[config.mk]
export PLATFORM = sky130hd
export DESIGN_NAME = vmem_seq
export DESIGN_NICKNAME = d
export VERILOG_FILES = /design/src/rtl/vmem_pkg.sv /design/src/rtl/vmem_lane_addr.sv /design/src/rtl/vmem_seq.sv
export SDC_FILE = /design/constraint.sdc
export NUM_CORES = 2
export LEC_CHECK = 0
export ABC_AREA = 1
export BUFFER_PORTS_ARGS = -buffer_cell sky130_fd_sc_hd__buf_2
export CAP_MARGIN = 30
export CORE_AREA = 2 2 572 574
export DETAILED_ROUTE_END_ITERATION = 10
export DIE_AREA = 0 0 574 576
export HOLD_SLACK_MARGIN = 0.05
export PLACE_DENSITY = 0.31
export SLEW_MARGIN = 5
export SYNTH_ARGS = -nofsm -noshare
export SYNTH_HDL_FRONTEND = slang
export SYNTH_SLANG_ARGS = --single-unit
[constraint.sdc]
create_clock -name clk -period 5.57 [get_ports clk]
set_input_delay 0.557 -clock clk [delete_from_list [all_inputs] [get_ports clk]]
set_output_delay 0.557 -clock clk [all_outputs]
set_load 0.1 [all_outputs]
[src/rtl/vmem_pkg.sv]
// Shared types and helpers for the vector memory access sequencer.
package vmem_pkg;

    localparam int LANES  = 4;
    localparam int BEAT_W = 8;

    typedef enum logic [2:0] {
        ST_IDLE,
        ST_STORE,
        ST_LOAD,
        ST_DRAIN,
        ST_RESP
    } state_t;

    typedef logic [BEAT_W-1:0] beat_t;

    // Element index of a lane (0-based) within a beat.
    function automatic int elem_idx(input beat_t beat, input int lane);
        return LANES * int'(beat) + lane;
    endfunction

endpackage

[src/rtl/vmem_lane_addr.sv]
// Lane address generator: four consecutive word addresses for one beat,
// wrapping modulo 2^ADDR_W.
module vmem_lane_addr
    import vmem_pkg::*;
#(
    parameter int ADDR_W = 32
) (
    input  logic [ADDR_W-1:0]             base,
    input  beat_t                         beat,
    output logic [LANES-1:0][ADDR_W-1:0]  addr
);

    always_comb begin
        addr = '0;
        for (int i = 0; i < LANES; i++) begin
            addr[i] = base + ADDR_W'(elem_idx(beat, i));
        end
    end

endmodule

[src/rtl/vmem_seq.sv]
// Vector memory access sequencer: splits one load/store command into 4-lane
// beats. Optional beat counter output enabled by VMEM_SEQ_PERF_EN.
module vmem_seq
    import vmem_pkg::*;
#(
    parameter int DATA_W    = 32,
    parameter int ADDR_W    = 32,
    parameter int MAX_BEATS = 4
) (
    input  logic                              clk,
    input  logic                              rst_n,
    input  logic                              cmd_valid,
    output logic                              cmd_ready,
    input  logic                              cmd_store,
    input  logic [ADDR_W-1:0]                 cmd_base,
    input  logic [$clog2(MAX_BEATS+1)-1:0]    cmd_beats,
    input  logic [4*MAX_BEATS*DATA_W-1:0]     cmd_wdata,
    output logic                              mem_we,
    output logic [ADDR_W-1:0]                 mem_addr1,
    output logic [ADDR_W-1:0]                 mem_addr2,
    output logic [ADDR_W-1:0]                 mem_addr3,
    output logic [ADDR_W-1:0]                 mem_addr4,
    output logic [DATA_W-1:0]                 mem_wd1,
    output logic [DATA_W-1:0]                 mem_wd2,
    output logic [DATA_W-1:0]                 mem_wd3,
    output logic [DATA_W-1:0]                 mem_wd4,
    input  logic [DATA_W-1:0]                 mem_rd1,
    input  logic [DATA_W-1:0]                 mem_rd2,
    input  logic [DATA_W-1:0]                 mem_rd3,
    input  logic [DATA_W-1:0]                 mem_rd4,
    output logic                              rsp_valid,
    input  logic                              rsp_ready,
    output logic                              rsp_store,
    output logic [4*MAX_BEATS*DATA_W-1:0]     rsp_rdata
`ifdef VMEM_SEQ_PERF_EN
    ,
    output logic [31:0]                       perf_beats
`endif
);

    localparam int CNT_W = $clog2(MAX_BEATS+1);
    localparam int ELEMS = LANES * MAX_BEATS;
    localparam int VEC_W = ELEMS * DATA_W;

    state_t                          state;
    beat_t                           beat;
    beat_t                           nbeats;
    beat_t                           n_clamped;
    beat_t                           next_beat;
    beat_t                           cap_beat;
    logic [ADDR_W-1:0]               base_q;
    logic [ADDR_W-1:0]               next_base;
    logic [VEC_W-1:0]                wdata_q;
    logic [VEC_W-1:0]                wsrc;
    logic [LANES-1:0][ADDR_W-1:0]    next_addr;
    logic [LANES-1:0][ADDR_W-1:0]    addr_q;
    logic [LANES-1:0][DATA_W-1:0]    next_wd;
    logic [LANES-1:0][DATA_W-1:0]    wd_q;
    logic [LANES-1:0][DATA_W-1:0]    rd;
    logic                            accept;
    logic                            last_beat;
    logic                            issue;
    logic                            issue_store;
    logic                            cap_en;

    assign n_clamped = (cmd_beats > CNT_W'(MAX_BEATS)) ? BEAT_W'(MAX_BEATS)
                                                       : BEAT_W'(cmd_beats);
    assign accept    = (state == ST_IDLE) && cmd_valid && cmd_ready;
    assign last_beat = (beat == nbeats - beat_t'(1));
    assign cap_en    = ((state == ST_LOAD) && (beat != '0)) || (state == ST_DRAIN);
    assign cap_beat  = (state == ST_DRAIN) ? beat : beat - beat_t'(1);

    // Outputs are registered, so the beat presented next cycle is computed now;
    // at accept time that is beat 0 taken straight from the command inputs.
    always_comb begin
        next_beat   = beat + beat_t'(1);
        next_base   = base_q;
        wsrc        = wdata_q;
        issue       = ((state == ST_STORE) || (state == ST_LOAD)) && !last_beat;
        issue_store = (state == ST_STORE);
        if (state == ST_IDLE) begin
            next_beat   = '0;
            next_base   = cmd_base;
            wsrc        = cmd_wdata;
            issue       = accept && (n_clamped != '0);
            issue_store = cmd_store;
        end
    end

    vmem_lane_addr #(
        .ADDR_W (ADDR_W)
    ) u_lane_addr (
        .base (next_base),
        .beat (next_beat),
        .addr (next_addr)
    );

    always_comb begin
        next_wd = '0;
        for (int i = 0; i < LANES; i++) begin
            if (elem_idx(next_beat, i) < ELEMS) begin
                next_wd[i] = wsrc[elem_idx(next_beat, i)*DATA_W +: DATA_W];
            end
        end
    end

    assign rd = {mem_rd4, mem_rd3, mem_rd2, mem_rd1};

    always_ff @(posedge clk or negedge rst_n) begin
        if (!rst_n) begin
            state     <= ST_IDLE;
            cmd_ready <= 1'b1;
            beat      <= '0;
            nbeats    <= '0;
            base_q    <= '0;
            wdata_q   <= '0;
            mem_we    <= 1'b0;
            addr_q    <= '0;
            wd_q      <= '0;
            rsp_valid <= 1'b0;
            rsp_store <= 1'b0;
            rsp_rdata <= '0;
        end else begin
            mem_we <= 1'b0;
            addr_q <= '0;
            wd_q   <= '0;
            if (issue) begin
                mem_we <= issue_store;
                addr_q <= next_addr;
                wd_q   <= issue_store ? next_wd : '0;
            end
            // Read data lags its address by one cycle, so capture trails issue.
            if (cap_en) begin
                for (int i = 0; i < LANES; i++) begin
                    rsp_rdata[elem_idx(cap_beat, i)*DATA_W +: DATA_W] <= rd[i];
                end
            end
            case (state)
                ST_IDLE: begin
                    if (accept) begin
                        cmd_ready <= 1'b0;
                        rsp_store <= cmd_store;
                        rsp_rdata <= '0;
                        base_q    <= cmd_base;
                        wdata_q   <= cmd_wdata;
                        nbeats    <= n_clamped;
                        beat      <= '0;
                        if (n_clamped == '0) begin
                            state     <= ST_RESP;
                            rsp_valid <= 1'b1;
                        end else begin
                            state <= cmd_store ? ST_STORE : ST_LOAD;
                        end
                    end
                end
                ST_STORE: begin
                    if (last_beat) begin
                        state     <= ST_RESP;
                        rsp_valid <= 1'b1;
                    end else begin
                        beat <= next_beat;
                    end
                end
                ST_LOAD: begin
                    if (last_beat) begin
                        state <= ST_DRAIN;
                    end else begin
                        beat <= next_beat;
                    end
                end
                ST_DRAIN: begin
                    state     <= ST_RESP;
                    rsp_valid <= 1'b1;
                end
                ST_RESP: begin
                    if (rsp_ready) begin
                        state     <= ST_IDLE;
                        rsp_valid <= 1'b0;
                        cmd_ready <= 1'b1;
                    end
                end
                default: begin
                    state     <= ST_IDLE;
                    rsp_valid <= 1'b0;
                    cmd_ready <= 1'b1;
                end
            endcase
        end
    end

    assign mem_addr1 = addr_q[0];
    assign mem_addr2 = addr_q[1];
    assign mem_addr3 = addr_q[2];
    assign mem_addr4 = addr_q[3];
    assign mem_wd1   = wd_q[0];
    assign mem_wd2   = wd_q[1];
    assign mem_wd3   = wd_q[2];
    assign mem_wd4   = wd_q[3];

`ifdef VMEM_SEQ_PERF_EN
    // Every cycle spent in STORE or LOAD presents exactly one beat.
    always_ff @(posedge clk or negedge rst_n) begin
        if (!rst_n) begin
            perf_beats <= '0;
        end else if (((state == ST_STORE) || (state == ST_LOAD)) && (perf_beats != '1)) begin
            perf_beats <= perf_beats + 32'd1;
        end
    end
`endif

endmodule

---- Word level (Yosys, flattened, before mapping) ----
Index checks and enable logic that the tools add are counted.
storage, ports and cells
  flip-flop bits (word level) ............. 1335
  output and inout bits ................... 772
  bits of input ports ..................... 680
cells by class
  order comparisons ....................... 5
  mux-type cells .......................... 40
  equal/unequal tests ..................... 11
  shift operators ......................... 12
  add/subtract/negate cells ............... 17
  reduce and logical (&&, ||, !) cells .... 20
  bitwise gates (word level) .............. 2
operator list
  cell                         count
  $bwmux W512                  4
  $mux W512                    4
  $shift A32 B33 Y512 const A  4
  $shiftx A32 B33 Y512         4
  $shiftx A512 B17 Y32         3
  $shiftx A512 B16 Y32         1
  $mux W128                    3
  $mux W32                     5
  $neg A16 Y33                 3
  $add A32 B11 Y32             3
  $lt A32 B6 Y1 const B        3
  $add A10 B2 Y11 const B      4
  $neg A15 Y33                 1
  $add A32 B10 Y32             1
  $mux W8                      4
  $add A10 B1 Y11 const B      2
  $mux W3                      6
  $pmux W8 S2                  1
  $reduce_bool A8 Y1           2
  $sub A8 B1 Y8 const B        2
  $pmux W3 S5                  1
  $lt A10 B5 Y1 const B        1
  $ne A2 B2 Y1 const B         5
  $mux W1                      9
  23 further kinds             31

---- Depth between registers and ports, before layout ----
  depth in word-level cells ............... 11
  depth in mapped cells ................... 26
  depth with buffers taken out ............ 21

---- Modules after synthesis ----
From an unflattened synthesis, not the netlist that was laid out.
unflattened totals
  cell total of the unflattened synthesis .. 7220
  area, all modules ....................... 60092.6 µm²
modules (own cells, without submodules)
  module          area an instance (µm²)  cells each  times used
  vmem_seq        56817.0                 6558        1
  vmem_lane_addr  3275.6                  662         1

---- Worst setup path before layout ----
No wires, ideal clock.
  path kind ............................... register to register
  start point ............................. reg beat[0]
  end point ............................... reg addr_q, in the netlist mem_addr2[25]
  arrival time ............................ 3.710 ns
  slack ................................... 1.743 ns
  required time ........................... 5.453 ns
  stages on the path, launching flop included .. 21
  path through ............................ dfrtp_1 buf_4 inv_2 buf_2 clkbuf_1 buf_1 ha_1 nand2_2 clkinv_1 clkbuf_1 ha_1 nand2_1 o21ai_0 a21oi_1 o21ai_0 a21oi_1 nor2_1 nand2_1 nand2_1 nand2_1 nor2_1
on the way
  longest elaborated chain between the ends .. 5
  elaborated cells on any way between the ends .. 9
  those cells by class .................... 3 x add/sub; 1 x eq/ne; 3 x mux; 2 x reduce/logical
RTL lines
  element                                                        RTL line                              text
  start: declaration                                             vmem_seq.sv:46                        beat_t beat;
  start signal: assignment                                       vmem_seq.sv:161                       beat <= next_beat;
  start signal: assignment                                       vmem_seq.sv:168                       beat <= next_beat;
  $add A8 B1 Y8 / $eq A8 B8 Y1 (equally long branches)           vmem_seq.sv:76, vmem_seq.sv:69
  $mux W8 / $logic_not A1 Y1 (equally long branches)             vmem_seq.sv:81, vmem_seq.sv:79
  $add A10 B1 Y11 / $logic_and A1 B1 Y1 (equally long branches)  vmem_pkg.sv:19, vmem_seq.sv:79
  $add A32 B11 Y32 / $mux W1 (equally long branches)             vmem_lane_addr.sv:16, vmem_seq.sv:81
  $mux W128 (*)                                                  vmem_seq.sv:127                       if (issue) begin
  end signal: assignment                                         vmem_seq.sv:129                       addr_q <= next_addr;
  end: declaration                                               vmem_seq.sv:56                        logic [LANES-1:0][ADDR_W-1:0] addr_q;
Every way passes the cells marked *; elsewhere a longest branch is shown, timed or not.
A chain may end at the register's enable or synchronous reset.

---- Final worst setup path ----
  start point ............................. reg beat[0]
  end point ............................... reg rsp_rdata[412]
on the way
  longest elaborated chain between the ends .. 11
  elaborated cells on any way between the ends .. 27
  those cells by class .................... 8 x add/sub; 8 x shift; 8 x mux; 3 x reduce/logical
RTL lines
  element                                                 RTL line                         text
  $sub A8 B1 Y8                                           vmem_seq.sv:71                   assign cap_beat = (state == ST_DRAIN) ? beat : beat - beat_t'(1);
  $mux W8                                                 vmem_seq.sv:71
  $add A10 B1 Y11 / $neg A15 Y33 (equally long branches)  vmem_pkg.sv:19, vmem_seq.sv:135
  $neg A16 Y33, or another cell as far along              vmem_seq.sv:135                  rsp_rdata[elem_idx(cap_beat, i)*DATA_W +: DATA_W] <= rd[i];
  $shiftx A32 B33 Y512, or another cell as far along      vmem_seq.sv:135
  $bwmux W512 (3 in series)                               vmem_seq.sv:135
  $mux W512 (*)                                           vmem_seq.sv:133                  if (cap_en) begin
  $mux W512                                               vmem_seq.sv:140                  if (accept) begin
  $mux W512 (*)                                           vmem_seq.sv:138                  case (state)
  end signal: indexed assignment                          vmem_seq.sv:135
  end: declaration                                        vmem_seq.sv:34                   output logic [4*MAX_BEATS*DATA_W-1:0] rsp_rdata
Marks and branches as above.

==> impl_results.md <==
- Vias in the first global route: slightly below 60000
- Total negative slack: 0 ns
- First-pass detailed-route iteration total: 5
- Die Area: 331000 µm²
- CTS tree: done
- Final std cells w/o fill: 13800
- Tcrit/Tclk final: 80.4%
- Area delta synth->final: 38.2%
- Worst Reg2Reg Path Length in Cells: 16
- FF+latch count, synth: 1328
- Routed vias/inst: 4.27
- First-pass GRT wire length: 476000 µm
- Post-CTS setup buffers: 0
- Grt ovf: 0
- Reg-to-Reg End: rsp_rdata[412]$_DFF_PN0_
- Critical Path Fanout Max: between 40 and 50
- Peak Freq: about 0.22 GHz
- Sink Count: 1328
- Tot GR Track Use: 19.9%
- Hold Crit Class: input pin to register
- WL per Instance: approximately 25 µm
- Startpoint Class: register
- Max-cap viol count: 0
- Leakage: approximately 42 nW
- Status: finished, final reports clean
- Fin nets: ~10000
- Yosys warnings: 0
- Chip Height: 576 µm
- Critical path required time: 6.31 ns
- CTS clk-pin slew, worst paths: 0.06 ns
- Worst VDD drop: 487 µV
- Largest net degree at the start of global routing: 213
- CP endpoint: rsp_rdata[412]$_DFF_PN0_
- Fillcell total: 36200
- FF-to-FF setup slack: 1.09 ns
- Power Density: around 550 nW/µm²
- Multi-input gate area: 22700 µm²
- Number of synthesized flops with an enable pin: 0
- Fraction of layout cells with a size suffix above 1: 20.8%
- Core area: 325000 µm²
- CTS Buffer Depth: 4
- Drt initial violations: 3979
- Worst r2r src: beat[0]$_DFFE_PN0P_
- RSZ-0062 raised after global routing: no
- Slew margin rel.: 32.6%
- Hold path start: mem_rd4[17]
- Arr. time, crit path: between 5 and 6 ns
- Netlist cell types: 52
- Count of input and output buffers: approximately 1500
- Critical Path End Type: register
- Design Power: about 47 mW
- Placed insts: approximately 13000
- Sequential fraction of the synthesis area: 54.5%
- Row cnt: 210
- FF/Latch Area: ~33000 µm²
- Antenna violations before repair: 156
- TritonCTS buffer count: 181
- Mapped Cells: 7475
- Clock Latency Late Sink: 0.86 ns
- Final min period: 4.48 ns
- HPWL after DPL: 248000 µm
- Netlist Area Pre-Place: about 61000 µm²
- Synth Flop Type: dfrtp_1
- Setup crit start: beat[0]$_DFFE_PN0P_
- Starting density of the core: 18.8%
- DRT antenna net count: 0
- Die Wd: 574 µm
- Mapped Nets: 8177
- Io pins: 1452
- Vias post-DR: 59000
- Share of synthesized flip-flops with an asynchronous set or reset: 100%
- Final Hold Vio Count: 0
- Slew @ Worst Pin: between 1 and 1.5 ns
- Final setup violation count: 0
- Worst setup path category: register to register
- GP Congestion: roughly 0.89
- Final WL: 339000 µm
- Syn Area/Cell: a little over 8 µm²
- Depth of the CTS H-tree: 4
- Final Skew: about 0.063 ns
- Area post-placement: between 70000 and 80000 µm²
- Clk root buf: clkbuf_16
- Finished layout cell area: 84300 µm²
- DRC Markers: 0
- Post-cts resize count: 0
- Final slew viol count: 0
how the worst min path moves through the flow:
stage	to	depth (start not counted)	slack (ns)
2_1_floorplan	base_q[0]$_DFFE_PN0P_	0	0.26
3_3_place_gp	wdata_q[67]$_DFFE_PN0P_	2	0.46
3_5_place_dp	wdata_q[26]$_DFFE_PN0P_	2	0.46
4_1_cts	rsp_rdata[120]$_DFF_PN0_	5	0.05
5_1_grt	rsp_rdata[25]$_DFF_PN0_	5	0.13
6_report	rsp_rdata[369]$_DFF_PN0_	5	0.14
repair_timing:
action | 4_1_cts | 5_1_grt
endpoints found under the setup margin | 0 | 0
hold buffers | 562 | 0
endpoints found under the hold margin | 647 | 0
placed cells by master (no fill, tap or decap), drive strengths merged:
master       Yosys  final
nand2         1577   1577
buf            130   1560
dfrtp         1327   1327
nor2          1310   1310
o21ai          944    944
inv            755    758
dlygate4sd3      0    562
clkbuf         396    268
nor3           246    246
o211ai         199    199
a21oi          154    154
a211oi         126    126
o22ai          100    100
nand3           88     88
diode            0     74
clkinv           1     32
o311ai          26     26
a221oi          24     24
ha              20     20
xor2            15     15
nand4           10     10
bufinv           0      8
nor4             5      5
o21a             4      4
xnor2            4      4
o31ai            3      3
o221ai           3      3
clkinvlp         0      3
fa               2      2
a21o             1      1
or2              1      1
nor3b            1      1
and3             1      1
a31oi            1      1
dfstp            1      1
synthesized netlist by cell type, types with 4 or more instances:
library cell | number | area [µm²]
nand2_1 | 1560 | 5860
dfrtp_1 | 1327 | 33200
nor2_1 | 1284 | 4820
o21ai_0 | 892 | 4460
inv_1 | 728 | 2730
clkbuf_1 | 396 | 1490
nor3_1 | 240 | 1200
o211ai_1 | 199 | 1490
a21oi_1 | 153 | 766
a211oi_1 | 115 | 863
o22ai_1 | 100 | 626
nand3_1 | 81 | 405
buf_2 | 57 | 285
buf_4 | 35 | 263
o21ai_1 | 34 | 170
inv_2 | 26 | 97.6
o311ai_0 | 26 | 228
a221oi_1 | 24 | 210
buf_6 | 22 | 248
ha_1 | 20 | 250
buf_1 | 16 | 60.1
nor2_2 | 16 | 100
nand2_2 | 15 | 93.8
o21ai_2 | 15 | 131
xor2_1 | 15 | 131
a211oi_2 | 11 | 138
nand4_1 | 9 | 56.3
nor2_4 | 9 | 101
nand3_2 | 5 | 50.1
nor3_2 | 5 | 50.1
o21a_1 | 4 | 30.0
xnor2_1 | 4 | 35.0
worst max-delay path: stages, from the launching register on:
cell,delay (ns)
dfrtp_4,0.66
inv_6,0.15
nand4_1,0.15
nand2_4,0.47
inv_1,0.14
ha_1,0.24
nand3_1,0.14
nor3_1,0.07
ha_1,0.32
nand3_1,0.08
o21ai_1,0.09
nand2_1,0.10
inv_1,0.10
nand4_4,0.15
nor2_4,0.71
inv_2,0.50
a21oi_1,0.27
layer usage:
metal | track usage, % | share of wire, %
met5 | 0 | 0.19
met3 | 4.96 | 6.3
met1 | 25.4 | 43
met2 | 32.6 | 47
met4 | 6.79 | 3.7
where the power goes:
part           total, mW  switching (mW)  internal, mW
clock network       11.7            4.84          6.83
logic               21.7            16.8          4.85
registers           13.4            1.10          12.3
layout make-up:
| type | count | share of cell area (%) |
|---|---|---|
| clock buffer | 268 | 6.19 |
| tap | 4346 | 6.45 |
| inverter | 756 | 3.40 |
| multi-input combinational | 4865 | 27.0 |
| timing repair buffer | 2122 | 16.7 |
| sequential | 1328 | 39.4 |
| clock inverter | 45 | 0.619 |
| antenna | 74 | 0.220 |
metrics by stage:
step                      worst slack, ns  hold WS (ns)  util, %
after detailed placement            0.941         0.465     22.4
final                                1.09         0.142     25.9
after floorplan                      1.74         0.261        -
after global routing                0.588         0.129     25.9
after global placement              0.995         0.461     22.3
after CTS                           0.943        0.0523     25.9
registers in the layout, summed over array words and instances (netlist names), 8 cells and up:
register   flops
rsp_rdata    512
base_q        32
mem_wd3       32
mem_wd4       32
beat           8
mem_addr3     32
mem_addr4     32
mem_addr1     31
mem_wd1       32
wdata_q      512
mem_addr2     31
mem_wd2       32
logic make-up after synthesis:
kind of cell    Yosys count  synth area share, %
compound gates         1585                 15.1
xor+xnor                 19                0.273
fa+ha+maj                22                0.476
buf+inv                1282                 8.49
flops                  1328                 54.5
simple gates           3239                 21.2
(Power assumes the default switching activity.)
